<file path="src/rtl/md_issue.sv">
// Issue sequencer between the pipeline and a multi-cycle mult/div unit:
// hands one md-class op to the unit, tracks its busy window, returns mfhi/mflo data.
module md_issue #(
  parameter int MULT_CYCLES = 5,
  parameter int DIV_CYCLES  = 10,
  parameter int WD_SLACK    = 2
) (
  input  logic        clk,
  input  logic        reset,
  input  logic        req_valid,
  input  logic [3:0]  req_op,
  input  logic [31:0] req_a,
  input  logic [31:0] req_b,
  output logic        req_ready,
  input  logic        flush,
  output logic [3:0]  md_op,
  output logic [31:0] md_a,
  output logic [31:0] md_b,
  input  logic        md_busy,
  input  logic [31:0] md_hilo,
  output logic        resp_valid,
  output logic [31:0] resp_data,
  output logic        stall,
  output logic        err
);

  localparam int         WD_LIMIT = DIV_CYCLES + WD_SLACK;
  localparam logic [4:0] WD_MAX   = 5'(WD_LIMIT);

  // The wait counter is 5 bits; a watchdog limit beyond that could never fire.
  if (WD_LIMIT > 31 || MULT_CYCLES < 1 || DIV_CYCLES < 1) begin : g_cfg_check
    $error("md_issue: cycle parameters out of range for the 5-bit wait counter");
  end

  typedef enum logic [1:0] {IDLE, ISSUE, WAIT, RESP} state_t;

  state_t     state;
  logic [4:0] wcnt;
  logic [4:0] wcnt_inc;
  logic       squash;
  logic       accept;
  logic       op_ok;

  assign req_ready  = (state == IDLE) && !md_busy && !flush;
  assign accept     = req_valid && req_ready;
  assign op_ok      = (req_op >= 4'd1) && (req_op <= 4'd8);
  assign wcnt_inc   = (wcnt == 5'd31) ? wcnt : wcnt + 5'd1;
  assign stall      = (state != IDLE) || md_busy;
  // A flush seen in ISSUE is remembered; a flush during RESP kills the pulse directly.
  assign resp_valid = (state == RESP) && !squash && !flush;

  always_ff @(posedge clk) begin
    if (reset) begin
      state     <= IDLE;
      md_op     <= 4'd0;
      md_a      <= 32'd0;
      md_b      <= 32'd0;
      resp_data <= 32'd0;
      wcnt      <= 5'd0;
      err       <= 1'b0;
      squash    <= 1'b0;
    end else begin
      case (state)
        IDLE: begin
          if (accept && op_ok) begin
            md_op  <= req_op;
            md_a   <= req_a;
            md_b   <= req_b;
            squash <= 1'b0;
            state  <= ISSUE;
          end
        end
        ISSUE: begin
          md_op <= 4'd0;
          if (md_op inside {[4'd1:4'd4]}) begin
            wcnt  <= 5'd0;
            state <= WAIT;
          end else if (md_op inside {[4'd5:4'd6]}) begin
            resp_data <= md_hilo;
            squash    <= flush;
            state     <= RESP;
          end else begin
            state <= IDLE;
          end
        end
        WAIT: begin
          if (!md_busy) begin
            state <= IDLE;
          end else begin
            wcnt <= wcnt_inc;
            if (wcnt_inc >= WD_MAX) begin
              err   <= 1'b1;
              state <= IDLE;
            end
          end
        end
        RESP:    state <= IDLE;
        default: state <= IDLE;
      endcase
    end
  end

endmodule

</file>
<file path="config.mk">
export PLATFORM = sky130hd
export DESIGN_NAME = md_issue
export DESIGN_NICKNAME = d
export VERILOG_FILES = /design/src/rtl/md_issue.sv
export SDC_FILE = /design/constraint.sdc
export NUM_CORES = 1
export LEC_CHECK = 0
export CAP_MARGIN = 20
export CORE_MARGIN = 4
export CORE_UTILIZATION = 40
export CTS_CLUSTER_SIZE = 30
export DETAILED_ROUTE_END_ITERATION = 8
export DONT_BUFFER_PORTS = 1
export GPL_TIMING_DRIVEN = 0
export SYNTH_ARGS = -nofsm -noshare
export SYNTH_HDL_FRONTEND = slang
export SYNTH_SLANG_ARGS = --single-unit
</file>
<file path="constraint.sdc">
create_clock -name clk -period 2.2 [get_ports clk]
set_clock_uncertainty 0.15 [all_clocks]
set_input_delay 0.44 -clock clk [delete_from_list [all_inputs] [get_ports clk]]
set_output_delay 0.44 -clock clk [all_outputs]
set_load 0.01 [all_outputs]
</file>
==> impl_metrics.csv, run 1 <==
group,metric,value,unit
run_status,status,"finished clean",
global_routing,grt_pass1_wl,16300,um
floorplanning,initial_core_util,41.2,%
route,wire_per_inst,16.7,um
route,via_per_inst,5.19,
pwr,clkPwrFrac,37.7,%
timing,setup_slack,129,ps
timing,holdWs,32.2,ps
job,drv_cap,0,
final_layout,fillers,995,
final_layout,n_antenna_cell,0,
global_routing,grt_overflow,0,
route,drtAntennaViolNets,0,
placed_design,gp_congestion,0.786,
pwr,share_comb_of_total_power,3.6,%
global_routing,grt_pass1_vias,3318,
clock_tree,clock_latency,370,ps
critical_path,worst-path-buf-inv,3,
global_routing,grt_start_max_net_pins,19,
pwr,intPower,2.65,mW
yosys,ys_ff_latch,109,
critical_path,crit_required,2360,ps
worst_hold_path,holdPathStages,2,
critical_path,r2r-start,"state[1]",
route,dr.pass1.iters,5,
yosys,synth_nets,602,
global_routing,grtUsageTotal,17.7,%
floorplanning,placement_rows,36,
final_layout,nets,615,
pwr,ir_worst_vdd,349,uV
timing,finalMaxSlewViolations,0,
floorplanning,dieArea,11800,um^2
clock_tree,cts_hold_buffers,0,
yosys,ys_async_sr_fraction,0,%
yosys,synth_edf_count,0,
final_layout,drive_above_1_share,9.53,%
critical_path,path_delay_family,"simple AND/OR/NAND/NOR gates",
route,drc,0,
yosys,yosysWarnings,0,
critical_path,crit_chain,"nor4_4, and4_1, buf_2, buf_6, buf_4, nand2_1, a21oi_1",
final_layout,multiInputGateArea,1650,um^2
timing,setup_violations,0,
pwr,power_density,780,nW/um^2
pwr,switching_share,23.8,%
critical_path,r2r_slack,130,ps
placed_design,port_buffers,0,
worst_hold_path,holdPathEnd,"resp_data[8]",
critical_path,path_class,"flop to flop",
floorplanning,die_w,109,um
route,drt-total-wl,10800,um
floorplanning,io_pins,209,
clock_tree,cts_made_buffers,9,
placed_design,dp_hpwl,8250,um
clock_tree,root_buffer,"clkbuf_8",
final_layout,syn_to_final_growth,9.89,%
route,wl_met3,1480,um
clock_tree,htree_num_levels,3,
pwr,pwr-share-seq,58.7,%
worst_hold_path,hp-start,"md_hilo[8]",
critical_path,cp-start-kind,"flop",
timing,final.min_clock_period,2070,ps
critical_path,endpoint_kind,"flop",
critical_path,startpoint,"state[1]",
worst_hold_path,hold_path_class,"primary input to flop",
yosys,synth_area,4050,um^2
yosys,ys.flop_type,"dfxtp_1",
floorplanning,die_h,109,um
timing,tightest_slew,662,ps
timing,timing.final.crit_share,94.1,%
clock_tree,cts_tree,"done",
critical_path,worst-path-max-fanout,10,
yosys,synth_cell_type_count,39,
route,drt_iter0_drc,214,
critical_path,timing.rr.end,"md_a[12]",
critical_path,cp_slowest_cell,"nor4_4",
route,met2_length,5120,um
yosys,syn_inst,496,
clock_tree,clk_path_buf_depth,2,
route,dr.max_layer_used,"met4",
route,via_count,3356,
pwr,p_leak,1.44,nW
final_layout,seq_area,2180,um^2
timing,hold_viol,0,
timing,fmax,483,MHz
timing,relSlewSlack,55.9,%
clock_tree,numClockSinks,109,
yosys,syn-mean-instance-area,8.16,um^2
critical_path,cp.arrival,2230,ps
yosys,synth.yosys.seq_area_share,53.9,%
floorplanning,core,9820,um^2
pwr,power.switching,827,uW
clock_tree,clk_pin_slew_worst_paths,110,ps
route,wl_met1,3980,um
critical_path,max_stage_delay,550,ps
placed_design,pre_cts_ws,-58.4,ps
critical_path,rr_worst_depth,7,
global_routing,antenna_found_initial,0,
cell usage after synthesis (2+ instances only):
master	instances	share of area (%)
a21oi_1	105	13
a31oi_1	2	0.31
and4_1	2	0.43
buf_2	10	1.2
buf_4	5	0.93
buf_6	3	0.83
buf_8	3	1.1
clkbuf_1	14	1.3
dfxtp_1	109	54
nand2_1	199	18
nand3_1	4	0.49
nand4_1	2	0.31
nand4b_1	2	0.43
nor2_1	5	0.46
nor3_1	2	0.25
nor4b_1	2	0.43
o211ai_1	2	0.37
o21ai_0	3	0.37
or2_2	2	0.31
worst max-delay path by stage:
stage,slack [ps],depth (start not counted),end
after floorplan,250,7,md_a[14]
after global placement,-30,6,md_a[18]
after detailed placement,-60,6,md_a[16]
after CTS,80,7,md_a[12]
after global routing,-7,7,md_a[5]
final,130,7,md_a[12]
kinds of logic (layout without fill, tap and decap cells):
group / Yosys count / in the layout / share of synthesized area (%)
flip-flops: 109 / 109 / 53.9
adder cells (fa/ha/maj): 1 / 1 / 0.309
AO/OA/AOI/OAI: 118 / 118 / 15.3
AND/OR/NAND/NOR: 230 / 230 / 24.4
multiplexers: 1 / 1 / 0.247
XOR/XNOR: 2 / 2 / 0.433
buffers and inverters: 35 / 53 / 5.41
repair_timing:
item	CTS	global route
pin swaps	1	2
setup endpoints to repair	9	12
resized for setup	0	1
buffers inserted	2	0
cell type report:
type	instances	share of cell area, %
multi-input combinational	352	37.0
clock inverter	5	1.49
clock buffer	11	3.40
buffer	35	4.92
timing repair buffer	2	0.337
sequential	109	49.1
tap	133	3.74
flip-flops by register name, summed over array words and instances (netlist names):
signal and count:
wcnt 5, md_a 32, err 1, state 2, resp_data 32, md_op 4, md_b 32, squash 1
per-layer routing:
layer / vias to the layer above / GRT usage, %
li1: 1660 / -
met4: 0 / 7.94
met3: 17 / 9.65
met5: - / 0
met1: 1516 / 19.3
met2: 163 / 28.3
per-stage QoR:
stage	setup TNS, ps	instances	util [%]	total power, mW	instance area, um^2
after floorplan	0	496	-	2.17	4050
after global placement	-293	629	42.9	2.21	4220
after detailed placement	-442	629	42.9	2.21	4220
after CTS	0	647	45.3	3.51	4450
after global routing	-13.3	647	45.3	3.62	4450
final	0	647	45.3	3.47	4450
power groups by stage:
stage | Sequential (mW) | Clock, mW | Combinational (mW)
6_report | 2.04 | 1.31 | 0.126
3_5_place_dp | 2.09 | 0 | 0.126
4_1_cts | 2.04 | 1.35 | 0.128
2_1_floorplan | 2.08 | 0 | 0.0955
3_3_place_gp | 2.08 | 0 | 0.122
5_1_grt | 2.04 | 1.43 | 0.145
cells in the final DEF (no fill, tap or decap), drive strengths merged, types with 3 or more instances in the layout:
cell,instances
a21oi,106
buf,23
clkbuf,25
dfxtp,109
nand2,199
nand3,4
nor2,5
nor4b,3
o21ai,3
Note: power is estimated with default switching activity, not from simulation.
==> run 2, diff against run 1 <==
--- a/config.mk
+++ b/config.mk
@@ -6,12 +6,13 @@
 export NUM_CORES = 1
 export LEC_CHECK = 0
 export CAP_MARGIN = 20
-export CORE_MARGIN = 4
+export CORE_MARGIN = 2
 export CORE_UTILIZATION = 40
 export CTS_CLUSTER_SIZE = 30
 export DETAILED_ROUTE_END_ITERATION = 8
 export DONT_BUFFER_PORTS = 1
 export GPL_TIMING_DRIVEN = 0
+export SLEW_MARGIN = 10
 export SYNTH_ARGS = -nofsm -noshare
 export SYNTH_HDL_FRONTEND = slang
 export SYNTH_SLANG_ARGS = --single-unit
==> run 2 against run 1 <==
Count of clock-buffer cells in the layout did not move. Flip-flop and latch count did not move. Die area decreased by 7.2%. Sequential power about the same. Via count shrank 0.12%. Non-clock buffer count down 1. Critical endpoint is now md_a[15].
==> impl_metrics.csv, run 2 (synthesis gave the netlist of run 1 again) <==
group,metric,value,unit
route,drt-total-wl,10300,um
global_routing,grt_overflow,0,
critical_path,r2r_slack,160,ps
final_layout,drive_above_1_share,9.18,%
timing,relSlewSlack,58.8,%
job,drv_cap,0,
critical_path,timing.rr.end,"md_a[15]",
critical_path,path_class,"flop to flop",
timing,finalMaxSlewViolations,0,
critical_path,endpoint_kind,"flop",
worst_hold_path,holdPathStages,2,
critical_path,startpoint,"state[0]",
final_layout,multiInputGateArea,1650,um^2
critical_path,cp-start-kind,"flop",
worst_hold_path,holdPathEnd,"md_a[23]",
placed_design,port_buffers,0,
critical_path,rr_worst_depth,7,
route,drtAntennaViolNets,0,
timing,fmax,490,MHz
floorplanning,dieArea,10900,um^2
final_layout,nets,614,
placed_design,gp_congestion,0.804,
route,drt_iter0_drc,217,
critical_path,crit_top_cell,"buf_4",
global_routing,grt_start_max_net_pins,17,
route,via_count,3352,
clock_tree,cts_made_buffers,9,
floorplanning,placement_rows,36,
final_layout,n_antenna_cell,0,
pwr,ir_worst_vdd,302,uV
global_routing,grt_pass1_vias,3220,
timing,final.min_clock_period,2040,ps
route,dr.pass1.iters,7,
final_layout,top_regs,"md_a (32), md_b (32), resp_data (32)",
global_routing,antenna_found_initial,0,
timing,setup_violations,0,
critical_path,crit_chain,"nor4_4, nand4_1, buf_4, buf_4, buf_4, nand2_1, a21oi_1",
final_layout,stdcell_area,4420,um^2
floorplanning,die_w,105,um
route,via_per_inst,5.20,
clock_tree,htree_num_levels,3,
final_layout,syn_to_final_growth,9.24,%
clock_tree,clock_latency,370,ps
timing,hold_viol,0,
final_layout,final_cell_mix,"199 x nand2_1, 108 x dfxtp_1, 105 x a21oi_1, 14 x clkbuf_1, 11 x clkbuf_8",
timing,timing.final.crit_share,92.8,%
clock_tree,cts_hold_buffers,0,
final_layout,fillers,1049,
placed_design,dpl-instance-area,4220,um^2
critical_path,max_stage_delay,520,ps
pwr,p_leak,1.43,nW
floorplanning,core,9820,um^2
final_layout,finish.utilization,45.0,%
timing,tightest_slew,610,ps
final_layout,seq_area,2180,um^2
critical_path,worst-path-max-fanout,10,
worst_hold_path,hp-start,"req_a[23]",
floorplanning,initial_core_util,41.2,%
critical_path,cp.arrival,2130,ps
timing,holdWs,39.7,ps
pwr,power_density,766,nW/um^2
critical_path,crit_required,2290,ps
worst_hold_path,hold_path_class,"primary input to flop",
floorplanning,io_pins,209,
critical_path,cp_slowest_cell,"nor4_4",
floorplanning,die_h,105,um
placed_design,dp_hpwl,7800,um
clock_tree,root_buffer,"clkbuf_8",
route,drc,0,
timing,setup_slack,158,ps
global_routing,grt_pass1_wl,15700,um
final_layout,layout_commonest_cell,"nand2_1",
timing,rsz0062_at_grt,"no",
run_status,status,"finished clean",
global_routing,grtUsageTotal,18.2,%
clock_tree,clk_pin_slew_worst_paths,100,ps
critical_path,r2r-start,"state[0]",
clock_tree,clk_path_buf_depth,2,
clock_tree,cts_tree,"done",
route,wire_per_inst,16.0,um
placed_design,pre_cts_ws,-52.2,ps
clock_tree,numClockSinks,109,
-- run 2: changes by cell type in the layout (fill, tap and decap cells not counted) --
cell and delta:
inv_6 -1, buf_4 -1, clkinv_4 -1, inv_8 -1, clkinv_2 +2
-- run 2: worst max path at each step --
stage | endpoint | slack [ps] | cells after the start
finish | md_a[15] | 160 | 7
global route | md_a[12] | 10 | 7
CTS | md_a[5] | 110 | 7
detailed placement | md_a[15] | -50 | 6
global placement | md_a[20] | -30 | 6
floorplan | md_a[14] | 250 | 7
-- run 2: metal layers --
| layer | GRT usage (%) | part of all wire [%] | wire, um | vias up |
|---|---|---|---|---|
| li1 | - | - | - | 1658 |
| met1 | 19.9 | 40 | 4150 | 1523 |
| met2 | 30.4 | 47 | 4810 | 159 |
| met3 | 8.48 | 12 | 1190 | 12 |
| met4 | 7.33 | 1.6 | 161 | 0 |
| met5 | 0 | 0 | 0 | - |
-- run 2: layout make-up --
type	instances	area share, %
Buffer	35	4.95
Clock buffer	11	3.42
Clock inverter	4	1.07
Multi-Input combinational cell	352	37.3
Sequential cell	109	49.4
Tap cell	133	3.76
Timing Repair Buffer	1	0.170
-- run 2: worst max-delay path, delay by kind of cell (launching register included) --
family | cells | cell delay [ps]
flops | 1 | 370
buf+inv | 3 | 560
simple gates | 3 | 750
compound gates | 1 | 60
-- run 2: metrics by stage --
| stage | TNS, ps | power [mW] | cells |
|---|---|---|---|
| floorplan | 0 | 2.17 | 496 |
| CTS | 0 | 3.42 | 645 |
| global placement | -259 | 2.21 | 629 |
| finish | 0 | 3.39 | 645 |
| global route | 0 | 3.52 | 645 |
| detailed placement | -361 | 2.21 | 629 |
-- run 2: report_power, final --
| part | switching (mW) | leakage, nW | total [mW] | internal (mW) |
|---|---|---|---|---|
| combinational | 0.0840 | 0.448 | 0.125 | 0.0406 |
| sequential | 0.0368 | 0.881 | 2.04 | 2.00 |
| clock | 0.645 | 0.101 | 1.22 | 0.579 |
| total | 0.766 | 1.43 | 3.39 | 2.62 |
-- run 2: what timing repair did --
action	4_1_cts	5_1_grt
resized for setup	0	1
pin swaps	1	2
cloned	0	0
setup endpoints to repair	9	19
setup buffers	1	0
==> run 3, diff against run 2 <==
--- a/config.mk
+++ b/config.mk
@@ -6,11 +6,12 @@
 export NUM_CORES = 1
 export LEC_CHECK = 0
 export CAP_MARGIN = 20
-export CORE_MARGIN = 2
+export CORE_MARGIN = 1
 export CORE_UTILIZATION = 40
 export CTS_CLUSTER_SIZE = 30
 export DETAILED_ROUTE_END_ITERATION = 8
 export DONT_BUFFER_PORTS = 1
+export GPL_ROUTABILITY_DRIVEN = 0
 export GPL_TIMING_DRIVEN = 0
 export SLEW_MARGIN = 10
 export SYNTH_ARGS = -nofsm -noshare
==> run 3 against run 2 <==
Combinational power hardly changed. First-iteration DRC count is 74% lower. Clock power rose by 3%. Sequential power about the same. Wire length shrank 2.2%. Die area is 3.8% lower. Critical endpoint is now md_a[19]. Largest power group unchanged. Highest routed layer unchanged.
==> impl_metrics.csv, run 3 (synthesis gave the netlist of run 1 again) <==
group,metric,value,unit
final_layout,n_antenna_cell,0,
timing,fmax,486,MHz
global_routing,grtUsageTotal,18.6,%
critical_path,rr_worst_depth,7,
timing,rsz0062_at_grt,"no",
timing,hold_viol,0,
placed_design,dpl-instance-area,4220,um^2
final_layout,layout_commonest_cell,"nand2_1",
timing,tightest_slew,617,ps
critical_path,endpoint_kind,"flop",
placed_design,dp_cells,629,
route,via_count,3316,
final_layout,nets,615,
floorplanning,die_w,103,um
final_layout,drive_above_1_share,9.92,%
route,drt_iter0_drc,57,
critical_path,worst-path-max-fanout,10,
clock_tree,htree_num_levels,3,
placed_design,port_buffers,0,
placed_design,dp_hpwl,7740,um
clock_tree,root_buffer,"clkbuf_8",
timing,timing.final.crit_share,93.5,%
route,wire_per_inst,15.6,um
floorplanning,die_h,103,um
timing,setup_slack,143,ps
floorplanning,core,9770,um^2
timing,setup_violations,0,
clock_tree,clock_latency,370,ps
timing,finalMaxSlewViolations,0,
final_layout,top_regs,"md_a (32), md_b (32), resp_data (32)",
route,drc,0,
route,via_per_inst,5.13,
global_routing,grt_start_max_net_pins,19,
route,dr.pass1.iters,6,
route,drtAntennaViolNets,0,
clock_tree,cts_tree,"done",
clock_tree,cts_made_buffers,9,
pwr,p_leak,1.44,nW
placed_design,pre_cts_ws,-82.5,ps
global_routing,grt_pass1_wl,14900,um
clock_tree,numClockSinks,109,
global_routing,grt_pass1_vias,3130,
final_layout,stdcell_area,4440,um^2
critical_path,cp.arrival,2200,ps
global_routing,antenna_found_initial,0,
worst_hold_path,hold_path_class,"primary input to flop",
job,drv_cap,0,
timing,relSlewSlack,58.9,%
final_layout,final_cells,647,
pwr,power_density,770,nW/um^2
worst_hold_path,holdPathStages,2,
floorplanning,dieArea,10500,um^2
floorplanning,placement_rows,36,
floorplanning,io_pins,209,
clock_tree,clk_path_buf_depth,2,
final_layout,fillers,976,
run_status,status,"finished clean",
clock_tree,clk_pin_slew_worst_paths,100,ps
timing,final.min_clock_period,2060,ps
floorplanning,initial_core_util,41.4,%
pwr,ir_worst_vdd,286,uV
clock_tree,cts_hold_buffers,0,
final_layout,syn_to_final_growth,9.70,%
final_layout,finish.utilization,45.4,%
route,drt-total-wl,10100,um
global_routing,grt_overflow,0,
critical_path,cp-start-kind,"flop",
critical_path,path_class,"flop to flop",
critical_path,crit_required,2340,ps
final_layout,final_cell_mix,"199 x nand2_1, 108 x dfxtp_1, 105 x a21oi_1, 12 x clkbuf_1",
[run 3: cell types whose count changed in the layout (fill, tap and decap cells not counted), sizes merged]
cell,change
inv,+2
buf,+1
clkbuf,-1
clkinv,+1
clkinvlp,-1
[run 3: timing repair]
action / in CTS / in global routing
setup buffers: 2 / 0
pin swaps: 1 / 3
setup endpoints to repair: 10 / 21
resized for setup: 0 / 5
[run 3: final timing paths]
path | from | endpoint | slack (ps)
setup reg to reg | state[0] | md_a[19] | 140
hold reg to reg | squash | squash | 320
hold / removal | req_a[0] | md_a[0] | 30
setup / recovery | state[0] | md_a[19] | 140
[run 3: layout make-up]
cell class              instances  area (um^2)  share of cell area (%)
flip-flops and latches        109         2180                    49.2
multi-input cells             352         1650                    37.1
plain buffers                  35          221                    4.99
well taps                     133          166                    3.75
clock buffers                  10          138                    3.10
clock inverters                 6         70.1                    1.58
repair buffers                  2         15.0                   0.338
[run 3: power breakdown]
part	switching (mW)	total, mW	internal [mW]
clock	0.689	1.26	0.568
sequential	0.0372	2.04	2.00
combinational	0.0838	0.125	0.0416
total	0.810	3.42	2.61
[run 3: worst max-delay path: stages (launching register included)]
cell	delay, ps
dfxtp_2	370
nor4_4	520
and4_1	260
buf_2	140
buf_6	140
buf_4	170
nand2_1	60
a21oi_1	170
[run 3: through the flow]
step	hold WS, ps	total power [mW]	TNS [ps]
2_1_floorplan	289	2.17	0
6_report	34.9	3.42	0
5_1_grt	15.0	3.55	0
3_5_place_dp	308	2.21	-527
4_1_cts	17.8	3.46	0
3_3_place_gp	298	2.21	-99.2
[run 3: per-layer routing]
| metal | vias to the layer above | GRT usage (%) | share of wire (%) |
|---|---|---|---|
| met2 | 150 | 31.6 | 48 |
| met1 | 1487 | 19.9 | 39 |
| li1 | 1660 | - | - |
| met5 | - | 0 | 0 |
| met3 | 19 | 6.98 | 11 |
| met4 | 0 | 10.2 | 2.4 |
